===== config.mk =====
export PLATFORM = sky130hd
export DESIGN_NAME = counter_hour
export DESIGN_NICKNAME = d
export VERILOG_FILES = /design/src/rtl/clock_pkg.sv /design/src/rtl/edge_rise.sv /design/src/rtl/counter_hour.sv
export SDC_FILE = /design/constraint.sdc
export NUM_CORES = 1
export LEC_CHECK = 0
export ABC_AREA = 0
export CELL_PAD_IN_SITES_DETAIL_PLACEMENT = 1
export CELL_PAD_IN_SITES_GLOBAL_PLACEMENT = 1
export CORE_UTILIZATION = 36
export CTS_BUF_LIST = sky130_fd_sc_hd__clkbuf_8
export DETAILED_ROUTE_END_ITERATION = 8
export PLACE_DENSITY = 0.72
export SLEW_MARGIN = 10
export SYNTH_ARGS = -nofsm -noshare
export SYNTH_HDL_FRONTEND = slang
export SYNTH_SLANG_ARGS = --single-unit

===== constraint.sdc =====
create_clock -name clock -period 2.6 [get_ports clock]
set_input_delay 0.65 -clock clock [delete_from_list [all_inputs] [get_ports clock]]
set_output_delay 0.65 -clock clock [all_outputs]
set_load 0.01 [all_outputs]

===== src/rtl/clock_pkg.sv =====
// Constants and types shared by the digital-clock counter stages.
package clock_pkg;

  localparam int HOUR_W    = 5;
  localparam int HOUR_MAX  = 23;
  localparam int HOUR_NOON = 12;
  localparam int MIN_MAX   = 59;

  typedef struct packed {
    logic [1:0] tens;
    logic [3:0] ones;
    logic       pm;
  } disp_t;

endpackage


===== src/rtl/edge_rise.sv =====
// Rising-edge detector: one history flop plus AND, with a selectable reset value.
module edge_rise #(
  parameter logic RESET_VAL = 1'b1
) (
  input  logic clk_i,
  input  logic rst_i,
  input  logic d_i,
  output logic rise_o
);

  logic hist_q;

  // NOTE: sequential state always uses non-blocking assignments so every flop
  // samples the pre-edge value of its neighbours, matching the hardware.
  always_ff @(posedge clk_i) begin
    if (rst_i) hist_q <= RESET_VAL;
    else       hist_q <= d_i;
  end

  assign rise_o = d_i & ~hist_q;

endmodule


===== src/rtl/counter_hour.sv =====
// Hour stage of the digital clock: advances on each carry_min rising edge,
// supports manual setting, and drives registered 12h/24h BCD display digits.
module counter_hour #(
  parameter int HOUR_W     = clock_pkg::HOUR_W,
  parameter int RESET_HOUR = 0
) (
  input  logic              clock,
  input  logic              reset_hour,
  input  logic              load_hour,
  input  logic              setting_hour,
  input  logic              carry_min,
  input  logic              mode_24,
  output logic [HOUR_W-1:0] count_hour,
  output logic [1:0]        disp_tens,
  output logic [3:0]        disp_ones,
  output logic              pm,
  output logic              carry_hour
);

  import clock_pkg::*;

  localparam logic [HOUR_W-1:0] MAX_C    = HOUR_W'(HOUR_MAX);
  localparam logic [HOUR_W-1:0] NOON_C   = HOUR_W'(HOUR_NOON);
  localparam logic [HOUR_W-1:0] RESET_C  = HOUR_W'(RESET_HOUR);
  localparam logic [HOUR_W-1:0] ONE_C    = HOUR_W'(1);
  localparam logic [HOUR_W-1:0] TEN_C    = HOUR_W'(10);
  localparam logic [HOUR_W-1:0] TWENTY_C = HOUR_W'(20);
  localparam logic [HOUR_W-1:0] THIRTY_C = HOUR_W'(30);

  logic              inc_c, inc_s;
  logic [HOUR_W-1:0] count_q, count_d, next_hour;
  logic              carry_q, carry_d;
  disp_t             disp_q, disp_d;
  logic [HOUR_W-1:0] disp_src, disp_h;

  edge_rise #(.RESET_VAL(1'b1)) u_carry_edge (
    .clk_i  (clock),
    .rst_i  (reset_hour),
    .d_i    (carry_min),
    .rise_o (inc_c)
  );

  edge_rise #(.RESET_VAL(1'b1)) u_set_edge (
    .clk_i  (clock),
    .rst_i  (reset_hour),
    .d_i    (setting_hour),
    .rise_o (inc_s)
  );

  // Anything at or above 23 (including a corrupted reset value) wraps to 0.
  assign next_hour = (count_q >= MAX_C) ? '0 : count_q + ONE_C;

  // NOTE: every variable driven here gets a default first so no path through
  // the block leaves it unassigned, which would infer a latch.
  always_comb begin
    count_d = count_q;
    carry_d = 1'b0;
    if (load_hour) begin
      if (inc_s) count_d = next_hour;
    end else if (inc_c) begin
      count_d = next_hour;
      carry_d = (count_q >= MAX_C);
    end
  end

  // Display source follows reset so the digits come out of reset already
  // matching RESET_HOUR in the current mode.
  always_comb begin
    disp_src = reset_hour ? RESET_C : count_q;
    disp_h   = disp_src;
    if (!mode_24) begin
      if (disp_src == '0 || disp_src == NOON_C) disp_h = NOON_C;
      else if (disp_src > NOON_C)               disp_h = disp_src - NOON_C;
    end

    disp_d.pm = (disp_src >= NOON_C);
    if (disp_h >= THIRTY_C) begin
      disp_d.tens = 2'd3;
      disp_d.ones = 4'(disp_h - THIRTY_C);
    end else if (disp_h >= TWENTY_C) begin
      disp_d.tens = 2'd2;
      disp_d.ones = 4'(disp_h - TWENTY_C);
    end else if (disp_h >= TEN_C) begin
      disp_d.tens = 2'd1;
      disp_d.ones = 4'(disp_h - TEN_C);
    end else begin
      disp_d.tens = 2'd0;
      disp_d.ones = 4'(disp_h);
    end
  end

  always_ff @(posedge clock) begin
    if (reset_hour) begin
      count_q <= RESET_C;
      carry_q <= 1'b0;
    end else begin
      count_q <= count_d;
      carry_q <= carry_d;
    end
  end

  always_ff @(posedge clock) begin
    disp_q <= disp_d;
  end

  assign count_hour = count_q;
  assign carry_hour = carry_q;
  assign disp_tens  = disp_q.tens;
  assign disp_ones  = disp_q.ones;
  assign pm         = disp_q.pm;

endmodule


# ---- Word level (Yosys, flattened, before mapping)
# Index checks and enable logic that the tools add are counted.
dict set report word_totals {
  ff_bits 15
  wordCells 43
}
dict set report op_classes {
  n_addsub 5
  magnitude_cmp 6
  n_eq_ne 2
  mux 11
  bitwise 5
  reduce_logical 6
}
# cell n
set ops {}
lappend ops {{two-way mux 5 bit} 10}
lappend ops {{>= comparator 5 bit, second input constant} 3}
lappend ops {{>= comparator 5 x 4 -> 1 bit, second input constant} 2}
lappend ops {{subtractor 4 bit, second input constant} 2}
lappend ops {{adder 5 x 1 -> 5 bit, second input constant} 1}
lappend ops {{equality test 5 x 4 -> 1 bit, second input constant} 1}
lappend ops {{greater-than comparator 5 x 4 -> 1 bit, second input constant} 1}
lappend ops {{logical NOT 5 bit} 1}
lappend ops {{subtractor 5 x 4 -> 5 bit, second input constant} 1}
lappend ops {{two-way mux 4 bit} 1}
lappend ops {{subtractor 4 x 3 -> 4 bit, second input constant} 1}
lappend ops {{inverter 1 bit} 3}
lappend ops {{OR reduction 3 bit} 1}
lappend ops {{bitwise AND 1 bit} 2}
lappend ops {{!= test 2 x 1 -> 1 bit, second input constant} 1}
lappend ops {{AND reduction 2 bit} 1}
lappend ops {{nonzero test 2 bit} 1}
lappend ops {{OR reduction 2 bit} 1}
lappend ops {{logical OR 1 bit} 1}

# ---- Depth between registers and ports, before layout
dict set report depth {
  ltp_word 9
  depth_mapped 13
  ltp_nobuf 12
}

# ---- Hierarchy
# Synthesis repeated with hierarchy kept, for this count alone.
dict set report hier_totals {
  hier_cells 116
  area_unflattened_um2 1027.2
}
# mod n_inst cells_per_inst area_each_um2
set by_module_without_submodules {}
lappend by_module_without_submodules {counter_hour 1 110 962.2}
lappend by_module_without_submodules {edge_rise 2 3 32.5}

# ---- Least setup slack after synthesis
# OpenSTA, ideal clock, no wires.
dict set report synth_timing {
  kind {input to register}
  start {input port reset_hour}
  end {register disp_q (netlist bit disp_ones[1])}
  setup_time_ns 0.118
  arrival_ns 2.672
  t_required_ns 2.482
  slack_ns -0.190
  cell_stages 11
  path_buffers 1
  cell_sequence {buf_6 > nand2b_1 > ha_1 > or2_1 > o22ai_2 > a21oi_1 > ha_1 > nor3b_2 > o21a_1 > a211o_2 > xnor2_2}
}
# element line_no
set synth_rtl {}
lappend synth_rtl {{start, declared} counter_hour.sv:8} ;# input logic reset_hour,
lappend synth_rtl {{end signal, assigned} counter_hour.sv:103} ;# disp_q <= disp_d;
lappend synth_rtl {{end, declared} counter_hour.sv:33} ;# disp_t disp_q, disp_d;

==> results.py <==
metrics = {
    "timing": {
        "fin_setup_tns_ns": 0,
        "final.min_clock_period_ns": 2.443,
        "rsz0062_at_grt": "no",
        "hold_viol_final": 0,
        "drv_slew": 0,
        "tightest_slew_ns": 0.4315,
        "hold_ws_ns": 0.5415,
        "slew_headroom_pct": 70.93,
        "fin_ws_ns": 0.1572,
        "final.setup_skew_ns": 0.002961,
        "finalCritPeriodShare_pct": 93.95,
        "fmax_ghz": 0.4094,
        "setup_viol": 0,
    },
    "setup_path": {
        "max_stage_delay_ns": 0.34,
        "cp_max_fo": 3,
        "end_kind": "flip-flop",
        "crit_chain": "clkbuf_2 > nand2b_4 > ha_4 > or2_1 > o22ai_2 > a21oi_2 > ha_2 > nor3b_4 > o21a_1 > a211o_2 > xnor2_2",
        "startpoint_type": "input port",
        "worstSetupPathType": "input port to flip-flop",
        "cp_data_arrival_time_ns": 2.58,
        "rr_worst_depth": 9,
        "r2r_end": "disp_ones[1]",
        "cp-startpoint": "reset_hour",
        "ff2ff_setup_slack_ns": 0.26,
        "worst_ep_required_time_ns": 2.73,
        "cpMaxStageDelayCell": "a211o_2",
        "reg2reg_from": "count_hour[2]",
    },
    "place": {
        "port_buffers": 18,
        "globalplace.congestion": 0.8740,
        "dpl.hpwl_um": 2237,
        "detailedPlace.worstSlack_ns": -0.5248,
    },
    "run": {
        "cap_violations": 0,
    },
    "cells_and_area": {
        "layout.nets": 171,
        "syn_to_final_growth_pct": 46.87,
        "insertedDiodeCount": 0,
        "drive_gt1_share_pct": 40.76,
    },
    "power": {
        "p_total_w": 0.0005419,
        "power_density_mw_per_mm2": 355.3,
        "leakagePower_nw": 0.6324,
        "peakVddDrop_mv": 0.3384,
    },
    "logic_synthesis": {
        "yosysTopAreaCellShare_pct": 28.92,
        "synth_most_common_cell": "dfxtp_1",
        "synth-async-reset-ratio_pct": 0,
        "syn_avg_cell_area_um2": 9.190,
        "synth_commonest_cells": "15 x dfxtp_1, 11 x a21oi_1, 10 x nor2_1",
        "synth_seq_cells": 15,
        "synth_edf_count": 0,
        "syn_nets": 126,
        "ys.flop_type": "dfxtp_1",
        "yosysTopAreaCell": "dfxtp_1",
        "ys_seq_area_share_pct": 28.92,
        "synth_area_mm2": 0.001038,
        "yosys-top-cells-area": "dfxtp_1 29%, ha_1 8.4%, a21oi_1 5.3%",
        "yosysWarnings": 0,
        "syn_inst": 113,
        "ys_types": 49,
    },
    "clock_network": {
        "cts-root-buf": "clkbuf_8",
        "clockBufferDepth": 2,
        "clkTransAtPathRegs_ns": 0.06,
        "clkLatencyLatePin_ns": 0.24,
        "clock_sinks": 15,
        "numCtsBuffers": 3,
        "cts_tree": "done",
        "cts_max_level": 1,
    },
    "hold_path": {
        "hold_path_class": "flip-flop to flip-flop",
        "holdPathStages": 2,
        "min_to": "carry_hour",
        "holdCritStartpoint": "u_carry_edge.hist_q",
    },
    "floorplan": {
        "die_w_um": 55.71,
        "coreArea_mm2": 0.002734,
        "start_util_pct": 37.99,
        "chipHeight_um": 55.71,
        "die_area_mm2": 0.003104,
        "ios": 19,
        "std_cell_rows": 19,
    },
    "grt": {
        "grt_pass1_vias": 1044,
        "met1_usage_pct": 24.60,
        "grt_pass1_wl_um": 4912,
        "antenna_found_initial": 0,
        "grt_max_degree": 17,
        "gr-usage-met3_pct": 4.419,
        "met2_usage_pct": 36.66,
        "top_usage_layer": "met2",
        "overflow": 0,
        "gr-usage-all-layers_pct": 20.41,
    },
    "drt": {
        "dr.pass1.iters": 4,
        "vias_per_cell": 5.346,
        "drc_errors": 0,
        "drtIter0Drc": 21,
        "routedWlPerCell_um": 15.66,
        "drt_wl_total_um": 2945,
        "num_vias": 1005,
        "ant_nets": 0,
    },
    "outcome": {
        "outcome": "finished clean",
    },
}
==> through the flow <==
| step | cell area [um2] | util (%) | instances |
|---|---|---|---|
| after floorplan | 1080 | - | 113 |
| after CTS | 1510 | 55.24 | 187 |
| after global routing | 1525 | 55.79 | 188 |
| after detailed placement | 1438 | 52.59 | 181 |
| after global placement | 1438 | 52.59 | 181 |
| final | 1525 | 55.79 | 188 |
==> report_power, final <==
group	internal [W]	switching (W)
registers	0.000239	0.00000314
clock network	0.000104	0.0000766
logic	0.0000635	0.0000552
==> layout make-up <==
| cell class | instances | area, um2 |
|---|---|---|
| Sequential cell | 15 | 300.3 |
| Inverter | 4 | 15.01 |
| Multi-Input combinational cell | 89 | 749.5 |
| Fill cell | 328 | 1209 |
| Timing Repair Buffer | 45 | 376.6 |
| Clock inverter | 1 | 3.754 |
| Tap cell | 31 | 38.79 |
| Clock buffer | 3 | 41.29 |
==> worst max-delay path by stage <==
stage          slack [ns]  cells after the start            to
2_1_floorplan       -0.11                     11  disp_ones[1]
3_3_place_gp        -0.44                     11  disp_ones[1]
3_5_place_dp        -0.52                     13  disp_ones[1]
4_1_cts              0.04                     11  disp_ones[3]
5_1_grt              0.06                     11  disp_ones[1]
6_report             0.16                     11  disp_ones[1]
==> state kept, by name, summed over array words and instances, names as in the netlist <==
name and count:
count_hour 5, disp_ones 4, disp_tens 2, carry_hour 1
pm 1, u_carry_edge.hist_q 1, u_set_edge.hist_q 1
==> cell families (layout without fill, tap and decap cells) <==
logic type	count (synthesis)	after routing	share of synthesized area [%]
AO/OA/AOI/OAI	35	35	24.82
XOR/XNOR	2	2	2.410
adder cells (fa/ha/maj)	7	7	8.433
buffers and inverters	9	53	4.578
flip-flops	15	15	28.92
multiplexers	2	2	3.614
AND/OR/NAND/NOR	43	43	27.23
==> placed cells by master (no fill, tap or decap), types with 2 or more instances in the layout <==
| cell type | n |
|---|---|
| a211o_1 | 2 |
| a21oi_1 | 10 |
| a21oi_2 | 2 |
| buf_4 | 26 |
| clkbuf_2 | 2 |
| clkbuf_8 | 3 |
| clkdlybuf4s50_1 | 16 |
| dfxtp_1 | 15 |
| ha_1 | 4 |
| ha_2 | 2 |
| inv_1 | 3 |
| inv_2 | 2 |
| nand2_1 | 5 |
| nand2b_1 | 3 |
| nand2b_4 | 2 |
| nand3_1 | 2 |
| nand3b_1 | 3 |
| nor2_1 | 10 |
| nor2b_4 | 2 |
| nor3_1 | 3 |
| o211a_1 | 2 |
| o21a_1 | 2 |
| o21ai_0 | 3 |
| or2_2 | 2 |
==> critical path, delay by kind of cell <==
family,cells,cell delay [ns]
buf+inv,1,0.10
xor+xnor,1,0.13
fa+ha+maj,2,0.40
simple gates,3,0.52
compound gates,4,0.77
==> layer usage <==
metal	up-vias	wire, um
met1	494	1331
met2	16	1524
met4	0	28
met3	4	60
met5	-	0
li1	491	-
==> what timing repair did <==
item / in CTS / in global routing
setup endpoints to repair: 5 / 3
pin swaps: 4 / 5
setup buffers: 2 / 1
hold buffers: 0 / 0
gates resized for setup: 6 / 7
Power figures use the tool's default switching activity.
==> variant 1 (config.mk and constraints unchanged) <==
Register the output `carry_hour` once more, cleared by the reset; this adds one clock of latency there. The other outputs are not delayed to match.
--- a/src/rtl/counter_hour.sv
+++ b/src/rtl/counter_hour.sv
@@ -104,7 +104,13 @@
   end
 
   assign count_hour = count_q;
-  assign carry_hour = carry_q;
+  always_ff @(posedge clock) begin
+    if (reset_hour) begin
+      carry_hour <= '0;
+    end else begin
+      carry_hour <= carry_q;
+    end
+  end
   assign disp_tens  = disp_q.tens;
   assign disp_ones  = disp_q.ones;
   assign pm         = disp_q.pm;
Formal check against the unedited RTL: same outputs for any inputs over 10 cycles, from zero or initial values and one cycle with reset_hour high; that may be too few to reach the edited logic, so the function may still have changed.
==> variant 1 against the unedited design <==
- synthesized area decreased by 6.0%
- clock skew rose by 0.00083 ns
- combinational power is 8% lower
- via count decreased by 5.0%
- sequential share of layout area up 1.9 points
- routed wire length shrank 2.4%
- setup slack got worse by 0.049 ns
- non-clock buffer count down 2
- sequential cell count grew 1
- final area is 2.6% lower
- sequential power grew 7%
- total power rose by 8.4%
==> variant 1: results (changes against the unedited design) <==
| Metric | Value |
|---|---|
| Outcome | `finished, final reports clean (unchanged)` |
| Static leakage | `0.000657 uW (was 0.000632 uW)` |
| Hold path depth | `1 (was 2)` |
| Total track usage | `0.213 (was 0.204)` |
| Ranking of synthesized cells by area | `dfxtp_1 (33%), ha_1 (9.0%), a21oi_1 (5.1%), nor2_1 (3.8%), nand2_1 (3.1%) (was dfxtp_1 (29%), ha_1 (8.4%), a21oi_1 (5.3%), nor2_1 (3.6%), nor2b_4 (2.7%))` |
| Post-DP HPWL | `2.05 mm (was 2.24 mm)` |
| Worst Max-Slew Pin Slew | `0.434 ns (was 0.432 ns)` |
| Top post-synthesis cells by count | `dfxtp_1 (16), a21oi_1 (10), nor2_1 (10) (was dfxtp_1 (15), a21oi_1 (11), nor2_1 (10))` |
| Peak VDD IR | `0.000356 V (was 0.000338 V)` |
| Fillers | `291 (was 328)` |
| Hold path start | `carry_q$_SDFF_PP0_ (was u_carry_edge.hist_q$_SDFF_PP1_)` |
| Hold_ws | `0.453 ns (was 0.541 ns)` |
| Critical Path AT | `2.64 ns (was 2.58 ns)` |
| Nets | `167 (was 171)` |
| Final Wtd Congestion | `0.789 (was 0.874)` |
| DRT iter0 DRCs | `8 (was 21)` |
| Via density | `5.22 (was 5.35)` |
| Largest net degree at the start of global routing | `10 (was 17)` |
| Reg2reg start | `count_hour[4]$_SDFFE_PP0P_ (was count_hour[2]$_SDFFE_PP0P_)` |
| Critical path's slowest cell | `mux2_4 (was a211o_2)` |
| Crit-path max cell delay | `0.30 ns (was 0.34 ns)` |
| Share of layout cells above drive strength 1 | `0.340 (was 0.408)` |
| Routing usage on met2 | `0.342 (was 0.367)` |
| GR met3 Demand/Resource | `0.0621 (was 0.0442)` |
| First-pass GRT wire length | `4.33 mm (was 4.91 mm)` |
| Critical path fanouts, max | `4 (was 3)` |
| Vias in the first global route | `919 (was 1,044)` |
| Seq/Total Area, Yosys | `0.328 (was 0.289)` |
| Total Routed Length | `2.87 mm (was 2.95 mm)` |
-- variant 1: timing repair --
| action | CTS | global route |
|---|---|---|
| endpoints found under the setup margin | 5 | 3 |
| hold buffers | 0 | 0 |
| resized for setup | 9 | 5 |
| buffers inserted | 1 | 1 |
| pin swaps | 5 | 7 |
-- variant 1: cells by family after synthesis --
logic type | after synthesis | synth area share
AOI/OAI and AO/OA | 30 | 0.227
muxes | 2 | 0.0231
and+or+nand+nor | 44 | 0.256
adders and majority gates | 7 | 0.0897
DFF | 16 | 0.328
buffers and inverters | 10 | 0.0500
xor gates and xnor gates | 2 | 0.0256
-- variant 1: worst max-delay path: cells and delay by family --
| family | cells | cell delay [ns] |
|---|---|---|
| AOI/OAI and AO/OA | 4 | 0.71 |
| and+or+nand+nor | 4 | 0.51 |
| adders and majority gates | 2 | 0.35 |
| muxes | 1 | 0.30 |
| buffers and inverters | 1 | 0.12 |
-- variant 1: layer usage --
metal  wire (um)  share of wire
met3         104          0.036
met4          34          0.012
met1        1340           0.47
met5           0              0
met2        1390           0.49
-- variant 1: worst max-delay path by stage --
stage,startpoint,endpoint,slack (ns)
2_1_floorplan,reset_hour,disp_ones[2]$_DFF_P_,-0.13
3_3_place_gp,reset_hour,disp_ones[2]$_DFF_P_,-0.49
3_5_place_dp,reset_hour,disp_ones[2]$_DFF_P_,-0.57
4_1_cts,mode_24,disp_ones[2]$_DFF_P_,0.009
5_1_grt,reset_hour,disp_ones[2]$_DFF_P_,0.03
6_report,reset_hour,disp_ones[2]$_DFF_P_,0.11
-- variant 1: layout make-up --
cell class	count	area share
multi-input cells	85	0.468
inverters	5	0.0126
repair buffers	43	0.241
well taps	30	0.0253
flip-flops and latches	16	0.216
clock buffers	4	0.0371
-- variant 1: per-stage QoR --
step | area [um^2] | setup TNS (ns) | cells
2_1_floorplan | 1040 | -0.273 | 111
3_3_place_gp | 1380 | -1.96 | 177
3_5_place_dp | 1380 | -2.44 | 177
4_1_cts | 1470 | 0 | 182
5_1_grt | 1490 | 0 | 183
6_report | 1490 | 0 | 183
-- variant 1: power by group --
group,switching (uW),internal (uW),leakage [uW]
logic,48.3,61.4,0.000497
clock network,85.0,134,0.0000288
registers,4.29,254,0.000131
==> variant 2 (config.mk and constraints unchanged) <==
Made on the original files. The package constant `HOUR_W` goes from 5 to 7.
--- a/src/rtl/clock_pkg.sv
+++ b/src/rtl/clock_pkg.sv
@@ -1,7 +1,7 @@
 // Constants and types shared by the digital-clock counter stages.
 package clock_pkg;
 
-  localparam int HOUR_W    = 5;
+  localparam int HOUR_W    = 7;
   localparam int HOUR_MAX  = 23;
   localparam int HOUR_NOON = 12;
   localparam int MIN_MAX   = 59;
Interface: changed (resized count_hour); port bits go from 19 to 21. No check against the original RTL was run, so the function may have changed too.
==> variant 2 against the unedited design <==
- synthesized area grew 13%
- critical endpoint is now disp_ones[2]$_DFF_P_
- sequential cell count grew 2
- final area grew 32%
- the run now ends with negative setup slack left
- largest power group unchanged
- setup slack lost 0.57 ns
- hold slack lost 0.020 ns
- routed wire length grew 92%
- total power grew 17%
==> variant 2: results (changes against the unedited design) <==
| Metric | Value |
|---|---|
| RR Endpoint | `disp_ones[2]$_DFF_P_ (was disp_ones[1]$_DFF_P_)` |
| Top post-synthesis cells by count | `dfxtp_1 (17), nor2_1 (14), nand2_1 (11) (was dfxtp_1 (15), a21oi_1 (11), nor2_1 (10))` |
| Critical path's slowest cell | `or3b_4 (was a211o_2)` |
| Post-synthesis mux area share | `0 (was 0.0361)` |
| Crit-path max cell delay | `0.38 ns (was 0.34 ns)` |
| Post-Syn Nets | `157 (was 126)` |
| Xor-xnor portion of the synthesized cell area | `0.0375 (was 0.0241)` |
| Share of layout cells above drive strength 1 | `0.430 (was 0.408)` |
| Final Wtd Congestion | `0.858 (was 0.874)` |
| Worst setup margin | `-0.413 ns (was 0.157 ns)` |
| Worst Reg2Reg Path Length in Cells | `12 (was 9)` |
| Static leakage | `0.000864 uW (was 0.000632 uW)` |
| Slew headroom | `0.627 (was 0.709)` |
| Total Routed Length | `5.66 mm (was 2.95 mm)` |
| Via density | `5.67 (was 5.35)` |
| Seq/Total Area, Yosys | `0.291 (was 0.289)` |
| Ranking of synthesized cells by area | `dfxtp_1 (29%), ha_1 (8.6%), nor2_1 (4.5%), nand2_1 (3.5%), inv_1 (2.9%) (was dfxtp_1 (29%), ha_1 (8.4%), a21oi_1 (5.3%), nor2_1 (3.6%), nor2b_4 (2.7%))` |
| Failing checks | `negative setup slack` |
| Outcome | `finished, violations left (was finished, final reports clean)` |
| Post-DP HPWL | `3.33 mm (was 2.24 mm)` |
| Cell variety after synth | `53 (was 49)` |
| Post-synthesis compound-gate area fraction | `0.275 (was 0.248)` |
| Reg2reg setup slack | `-0.36 ns (was 0.26 ns)` |
| DRT iter0 DRCs | `66 (was 21)` |
| Peak VDD IR | `0.000269 V (was 0.000338 V)` |
| GR met3 Demand/Resource | `0.0546 (was 0.0442)` |
| Vias in the first global route | `1,613 (was 1,044)` |
| Endpoints failing setup | `5 (was 0)` |
| Critical Path AT | `3.14 ns (was 2.58 ns)` |
| Port Buffer Count | `20 (was 18)` |
| Fillers | `369 (was 328)` |
| Total track usage | `0.336 (was 0.204)` |
| Clk_lat worst skew | `0.26 ns (was 0.24 ns)` |
| First-pass GRT wire length | `8.20 mm (was 4.91 mm)` |
| Setup WS pre-CTS | `-1.11 ns (was -0.525 ns)` |
| Routing usage on met2 | `0.635 (was 0.367)` |
## variant 2: where the power goes
group	internal, uW	switching (uW)	leakage (uW)
clock network	105	101	0.0000269
logic	81.7	74.1	0.000698
registers	269	3.90	0.000139
## variant 2: per-stage QoR
step	cell area (um^2)	power [uW]	cells	setup TNS (ns)	hold WS, ns
after global placement	1770	396	243	-4.41	0.515
after global routing	2010	659	258	-2.27	0.561
after CTS	1950	620	256	-0.944	0.534
after floorplan	1230	337	143	-1.19	0.480
after detailed placement	1770	402	243	-5.21	0.520
final	2010	635	258	-1.78	0.522
## variant 2: worst max path at each step
| stage | startpoint | endpoint |
|---|---|---|
| global route | reset_hour | disp_ones[3]$_DFF_P_ |
| finish | reset_hour | disp_ones[2]$_DFF_P_ |
| CTS | reset_hour | disp_ones[3]$_DFF_P_ |
| global placement | reset_hour | disp_ones[3]$_DFF_P_ |
| detailed placement | reset_hour | disp_ones[1]$_DFF_P_ |
| floorplan | reset_hour | disp_ones[3]$_DFF_P_ |
## variant 2: kinds of logic after synthesis
kind of cell	count (synthesis)
buffers and inverters	15
xor gates and xnor gates	5
AOI/OAI and AO/OA	42
and+or+nand+nor	56
DFF	17
adders and majority gates	8
## variant 2: worst max-delay path, delay by kind of cell
| kind | cells | cell delay [ns] |
|---|---|---|
| compound gates | 4 | 0.85 |
| fa+ha+maj | 2 | 0.30 |
| buf+inv | 2 | 0.27 |
| simple gates | 5 | 1.07 |
## variant 2: what timing repair did
item | 4_1_cts | 5_1_grt
cloned | 0 | 0
endpoints found under the setup margin | 5 | 5
buffers inserted | 9 | 3
pin swaps | 18 | 14
gates resized for setup | 24 | 9
## variant 2: layer usage
layer | routed length (um) | vias to the layer above | share of wire
met4 | 318 | 0 | 0.056
met2 | 3090 | 58 | 0.54
met3 | 214 | 26 | 0.038
li1 | - | 663 | -
met1 | 2040 | 716 | 0.36
met5 | 0 | - | 0
## variant 2: area by class of cell
type,instances,area share
inverters,9,0.0168
well taps,44,0.0274
flip-flops and latches,17,0.169
repair buffers,73,0.303
clock buffers,3,0.0205
clock inverters,1,0.00187
multi-input cells,111,0.461
